[src/rtl/pong_defs.sv]
// Shared Pong encodings: game states, play modes and player indices,
// used by the game controller, paddle and ball blocks.
package pong_defs;

  typedef enum logic [1:0] {
    ST_START = 2'b00,
    ST_SERVE = 2'b01,
    ST_PLAY  = 2'b10,
    ST_DONE  = 2'b11
  } state_t;

  typedef enum logic [1:0] {
    MODE_PP = 2'b00,
    MODE_PA = 2'b01,
    MODE_AP = 2'b10,
    MODE_AA = 2'b11
  } mode_t;

  localparam logic PLAYER0 = 1'b0;
  localparam logic PLAYER1 = 1'b1;

  // True when player p is driven by the AI in mode m.
  function automatic logic is_ai(input mode_t m, input logic p);
    return (m == MODE_PA && p == PLAYER1) ||
           (m == MODE_AP && p == PLAYER0) ||
           (m == MODE_AA);
  endfunction

endpackage

[src/rtl/pong_btn_edge.sv]
// Registered rising-edge detector: evt is high on the first cycle a level
// input is seen high, so a held button produces exactly one event.
module pong_btn_edge (
  input  logic clk,
  input  logic rst,
  input  logic btn,
  output logic evt
);

  logic prev;

  always_ff @(posedge clk) begin
    if (rst) prev <= 1'b0;
    else     prev <= btn;
  end

  assign evt = btn & ~prev;

endmodule

[src/rtl/pong_game_ctrl.sv]
// Pong game sequencer: game state, latched play mode, scores, serve ownership,
// AI auto-serve countdown and the one-cycle ball launch pulse.
module pong_game_ctrl
  import pong_defs::*;
#(
  parameter int WIN_SCORE   = 7,
  parameter int SERVE_DELAY = 25000000,
  parameter int CNT_W       = 25
) (
  input  logic       clk,
  input  logic       rst,
  input  logic       btn_start,
  input  logic       btn_serve0,
  input  logic       btn_serve1,
  input  logic [1:0] mode_sel,
  input  logic       miss_left,
  input  logic       miss_right,
  output logic [1:0] state,
  output logic [1:0] mode,
  output logic [3:0] score0,
  output logic [3:0] score1,
  output logic       server,
  output logic       winner,
  output logic       launch,
  output logic       launch_dir
);

  localparam logic [3:0]       WIN_Q    = 4'(WIN_SCORE);
  localparam logic [CNT_W-1:0] CNT_LAST = CNT_W'(SERVE_DELAY - 1);

  logic start_evt, serve0_evt, serve1_evt;

  pong_btn_edge u_edge_start  (.clk(clk), .rst(rst), .btn(btn_start),  .evt(start_evt));
  pong_btn_edge u_edge_serve0 (.clk(clk), .rst(rst), .btn(btn_serve0), .evt(serve0_evt));
  pong_btn_edge u_edge_serve1 (.clk(clk), .rst(rst), .btn(btn_serve1), .evt(serve1_evt));

  state_t           state_r, state_n;
  mode_t            mode_r, mode_n;
  logic [3:0]       score0_r, score0_n, score1_r, score1_n;
  logic             server_r, server_n, winner_r, winner_n;
  logic             launch_r, launch_n, dir_r, dir_n;
  logic [CNT_W-1:0] cnt_r, cnt_n;

  always_ff @(posedge clk) begin
    if (rst) begin
      state_r  <= ST_START;
      mode_r   <= MODE_PP;
      score0_r <= 4'd0;
      score1_r <= 4'd0;
      server_r <= PLAYER0;
      winner_r <= 1'b0;
      launch_r <= 1'b0;
      dir_r    <= 1'b1;
      cnt_r    <= '0;
    end else begin
      state_r  <= state_n;
      mode_r   <= mode_n;
      score0_r <= score0_n;
      score1_r <= score1_n;
      server_r <= server_n;
      winner_r <= winner_n;
      launch_r <= launch_n;
      dir_r    <= dir_n;
      cnt_r    <= cnt_n;
    end
  end

  always_comb begin
    state_n  = state_r;
    mode_n   = mode_r;
    score0_n = score0_r;
    score1_n = score1_r;
    server_n = server_r;
    winner_n = winner_r;
    launch_n = 1'b0;
    dir_n    = dir_r;
    cnt_n    = cnt_r;
    unique case (state_r)
      ST_START: begin
        if (start_evt) begin
          state_n  = ST_SERVE;
          mode_n   = mode_t'(mode_sel);
          score0_n = 4'd0;
          score1_n = 4'd0;
          server_n = PLAYER0;
          cnt_n    = '0;
        end
      end
      ST_SERVE: begin
        // AI servers launch on the countdown; humans on their own button only.
        if (is_ai(mode_r, server_r)) begin
          if (cnt_r == CNT_LAST) begin
            state_n  = ST_PLAY;
            cnt_n    = '0;
            launch_n = 1'b1;
            dir_n    = ~server_r;
          end else begin
            cnt_n = cnt_r + 1'b1;
          end
        end else if (server_r ? serve1_evt : serve0_evt) begin
          state_n  = ST_PLAY;
          launch_n = 1'b1;
          dir_n    = ~server_r;
        end
      end
      ST_PLAY: begin
        if (miss_left && miss_right) begin
          state_n = ST_SERVE;
          cnt_n   = '0;
        end else if (miss_left) begin
          score1_n = score1_r + 4'd1;
          server_n = PLAYER0;
          cnt_n    = '0;
          if (score1_r + 4'd1 == WIN_Q) begin
            state_n  = ST_DONE;
            winner_n = PLAYER1;
          end else begin
            state_n = ST_SERVE;
          end
        end else if (miss_right) begin
          score0_n = score0_r + 4'd1;
          server_n = PLAYER1;
          cnt_n    = '0;
          if (score0_r + 4'd1 == WIN_Q) begin
            state_n  = ST_DONE;
            winner_n = PLAYER0;
          end else begin
            state_n = ST_SERVE;
          end
        end
      end
      ST_DONE: begin
        if (start_evt) state_n = ST_START;
      end
      default: state_n = ST_START;
    endcase
  end

  assign state      = state_r;
  assign mode       = mode_r;
  assign score0     = score0_r;
  assign score1     = score1_r;
  assign server     = server_r;
  assign winner     = winner_r;
  assign launch     = launch_r;
  assign launch_dir = dir_r;

endmodule

[config.mk]
export PLATFORM = sky130hd
export DESIGN_NAME = pong_game_ctrl
export DESIGN_NICKNAME = d
export VERILOG_FILES = /design/src/rtl/pong_defs.sv /design/src/rtl/pong_btn_edge.sv /design/src/rtl/pong_game_ctrl.sv
export SDC_FILE = /design/constraint.sdc
export NUM_CORES = 1
export LEC_CHECK = 0
export BUFFER_PORTS_ARGS = -buffer_cell sky130_fd_sc_hd__buf_2
export CORE_MARGIN = 3
export CORE_UTILIZATION = 51
export CTS_CLUSTER_DIAMETER = 200
export CTS_CLUSTER_SIZE = 8
export DETAILED_ROUTE_END_ITERATION = 16
export PLACE_DENSITY = 0.71
export SYNTH_ARGS = -nofsm -noshare
export SYNTH_HDL_FRONTEND = slang
export SYNTH_SLANG_ARGS = --single-unit
[constraint.sdc]
create_clock -name clk -period 2.6 [get_ports clk]
set_input_delay 0.13 -clock clk [delete_from_list [all_inputs] [get_ports clk]]
set_output_delay 0.13 -clock clk [all_outputs]
set_load 0.005 [all_outputs]
==> impl_metrics.py <==
metrics = {
    "cells_and_area": {
        "postLayoutCoreUtil_pct": 59.2,
        "flow.area_growth_from_synthesis_pct": 9.19,
        "filler_cell_count": 396,
        "final_net_count": 320,
        "stdcell_count": 359,
        "antennaDiodeCount": 0,
        "mostFrequentLayoutCells": "sky130_fd_sc_hd__dfxtp_1 (44), sky130_fd_sc_hd__nor2_1 (33), sky130_fd_sc_hd__buf_2 (24)",
        "layout_commonest_cell": "sky130_fd_sc_hd__dfxtp_1",
        "drive_above_1_share_pct": 14.7,
    },
    "power_and_ir_drop": {
        "total_leakage_power_nw": 0.951,
        "share_seq_of_total_power_pct": 53.9,
        "internal_power_w": 0.000962,
        "power.ir.vdd_worst_v": 0.000347,
        "netSwitchingFraction_pct": 26.8,
        "p_comb_share_pct": 12.4,
        "clock_power_share_pct": 33.7,
        "power_density_mw_per_mm2": 500,
        "p_switching_w": 0.000352,
    },
    "timing": {
        "final-max-slew-violation-count": 0,
        "rsz_0062_raised_after_global_routing": "no",
        "tightest_slew_ns": 0.682,
        "setup_viol": 0,
        "fmax_ghz": 0.478,
        "hold_viol": 0,
        "layout_worst_path_cycle_share_pct": 80.4,
        "worst_slew_margin_rel_pct": 54.2,
        "finalCriticalPeriod_ns": 2.09,
        "finClkSkew_ns": 0.00941,
        "hold_slack_ns": 0.0578,
        "setup-tns-final_ns": 0,
    },
    "floorplan": {
        "placeableCoreArea_mm2": 0.00444,
        "floorplan.initialDensity_pct": 54.2,
        "dieWidth_um": 74.7,
        "design.portCount": 25,
        "fp.dieH_um": 74.7,
        "design.die.area_mm2": 0.00558,
        "fp-row-count": 24,
    },
    "drt": {
        "drt_first_iter_violations": 132,
        "route.detailed.vias_per_inst": 5.85,
        "dr.pass1.iters": 4,
        "ant_nets": 0,
        "wire_length_per_cell_after_detailed_routing_um": 14.1,
        "detailed_route_wire_length_mm": 5.06,
        "detailroute.via_count": 2099,
        "drt_drc_violations_left": 0,
    },
    "synth": {
        "ys_ff_latch": 44,
        "post_synth_instance_area_mm2": 0.00241,
        "synth_top_flop_cell": "sky130_fd_sc_hd__dfxtp_1",
        "largest_family_of_logic_cells_by_synthesized_area": "simple AND/OR/NAND/NOR gates",
        "post_synth_num_cell_types": 55,
        "synth.largest_area_cell": "sky130_fd_sc_hd__dfxtp_1",
        "xor_and_xnor_fraction_of_the_mapped_netlist_area_pct": 6.91,
        "yosysWarningCount": 0,
        "synth.area.top_cells": "sky130_fd_sc_hd__dfxtp_1 (37%), sky130_fd_sc_hd__nor2_1 (5.1%), sky130_fd_sc_hd__xnor2_1 (5.1%), sky130_fd_sc_hd__a21oi_1 (3.5%), sky130_fd_sc_hd__a2111oi_0 (2.9%)",
        "syn_nets": 298,
        "async_flop_share_pct": 0,
        "synth_compound_gate_area_share_pct": 19.3,
        "synth.avg_cell_area_um2": 8.48,
        "synth_cells": 284,
        "synth_mux_area_share_pct": 2.13,
        "yosysSeqAreaShare_pct": 36.6,
        "synth-adder-area-share_pct": 2.60,
        "netlist.area_leader.share_pct": 36.6,
        "synth-simple-area-share_pct": 27.7,
        "post_synth_edffs": 0,
    },
    "run_status": {
        "run_status": "completed",
    },
    "clock_tree": {
        "cts.path.max_buffers": 2,
        "htreeDepth": 2,
        "post_cts_resize_count": 0,
        "clk-insertion-delay-late_ns": 0.30,
        "clkSlewWorstSetupHoldPaths_ns": 0.08,
        "cts_root_buf": "sky130_fd_sc_hd__clkbuf_8",
        "postCtsSetupBuffers": 0,
        "cts_inserted_buffers": 5,
        "ctsHoldBuffers": 0,
        "clock_sinks": 44,
        "tritoncts": "done",
    },
    "global_route": {
        "grt_antenna_before_repair": 0,
        "gr-usage-all-layers_pct": 19.9,
        "globalRouteOverflowTotal": 0,
        "first_pass_grt_wire_length_mm": 8.73,
        "grt_start_max_net_pins": 24,
        "number_of_global_route_vias_before_repair": 1867,
    },
    "placement": {
        "place.port_buffers": 24,
        "dpl.hpwl_mm": 3.62,
        "placed_cells_incl_taps": 351,
        "routabilityCongestion": 0.859,
    },
    "critical_path": {
        "critPathKind": "flip-flop to flip-flop",
        "critical-path-slowest-cell": "sky130_fd_sc_hd__or4_4",
        "crit_fanout": 22,
        "r2r_setup_slack_ns": 0.51,
        "max_stage_delay_ns": 0.55,
        "worstSetupStartpointType": "flip-flop",
        "worstPathCellList": "or4_4 > nor4_4 > a21oi_1 > o21ai_2 > buf_4 > nor3_1",
        "cp_data_arrival_time_ns": 2.28,
        "cp_data_required_time_ns": 2.79,
        "critical_path.endpoint_type": "flip-flop",
    },
    "worst_hold_path": {
        "holdCritPathClass": "input port to flip-flop",
    },
    "flow_run": {
        "max-cap-violations": 0,
    },
}
## cell usage after synthesis (all sizes together) (4+ instances only)
library cell  number
xor2               5
a2111oi            8
nor2              34
ha                 5
nor3               6
nand3             13
o21ai             14
and2               4
a21oi             17
clkbuf             4
a31oi              4
nand4              7
and4               5
dfxtp             44
inv               12
mux2i              4
nor2b              8
a211oi             7
o211ai             4
xnor2             14
nand2             18
buf                7
or3                5
## routing by layer
metal / GRT usage, % / share of wire [%] / wire (um)
met1: 29.4 / 50 / 2540
met2: 28.1 / 43 / 2180
met3: 5.47 / 5.6 / 281
met4: 5.93 / 1.0 / 53
met5: 0 / 0 / 0
## cell type report
type	count	area, um2	area share, %
clock buffer	8	90.1	3.43
inverter	12	45.0	1.71
multi-input combinational	217	1410	53.8
sequential	44	881	33.5
tap	52	65.1	2.47
timing repair buffer	26	135	5.14
## critical path: cells and delay by family, from the launching register on
family	cells	cell delay, ns
simple gates	3	0.98
buf+inv	1	0.26
compound gates	2	0.39
flops	1	0.34
## flip-flops by register name, summed over array words and instances, names as in the netlist
signal / flops
cnt_r: 25
score0: 4
score1: 4
mode: 2
state: 2
launch: 1
launch_dir: 1
server: 1
u_edge_serve0.prev: 1
u_edge_serve1.prev: 1
u_edge_start.prev: 1
winner: 1
## power groups by stage
stage	Combinational (W)	Sequential, W	Clock, W
detailed placement	0.000162	0.000724	0
finish	0.000163	0.000709	0.000443
floorplan	0.000128	0.000714	0
global placement	0.000158	0.000723	0
global route	0.000179	0.000711	0.000489
CTS	0.000162	0.000708	0.000456
## metrics by stage
stage / setup WS (ns) / total power (W) / cell area [um2]
after floorplan: 0.714 / 0.000842 / 2410
after global placement: 0.559 / 0.000881 / 2540
after global routing: 0.337 / 0.00138 / 2630
after CTS: 0.512 / 0.00133 / 2630
final: 0.510 / 0.00131 / 2630
after detailed placement: 0.525 / 0.000885 / 2540
## final timing paths
check	end	cells past startpoint	from
hold / removal	u_edge_serve1.prev	2	btn_serve1
hold reg to reg	winner	2	winner
setup reg to reg	cnt_r[15]	6	cnt_r[8]
setup / recovery	cnt_r[15]	6	cnt_r[8]
## kinds of logic after synthesis
| family | after synthesis |
|---|---|
| AND/OR/NAND/NOR | 120 |
| AO/OA/AOI/OAI | 68 |
| flip-flops | 44 |
| buffers and inverters | 23 |
| XOR/XNOR | 19 |
| multiplexers | 5 |
| adder cells (fa/ha/maj) | 5 |
Power figures use the tool's default switching activity.
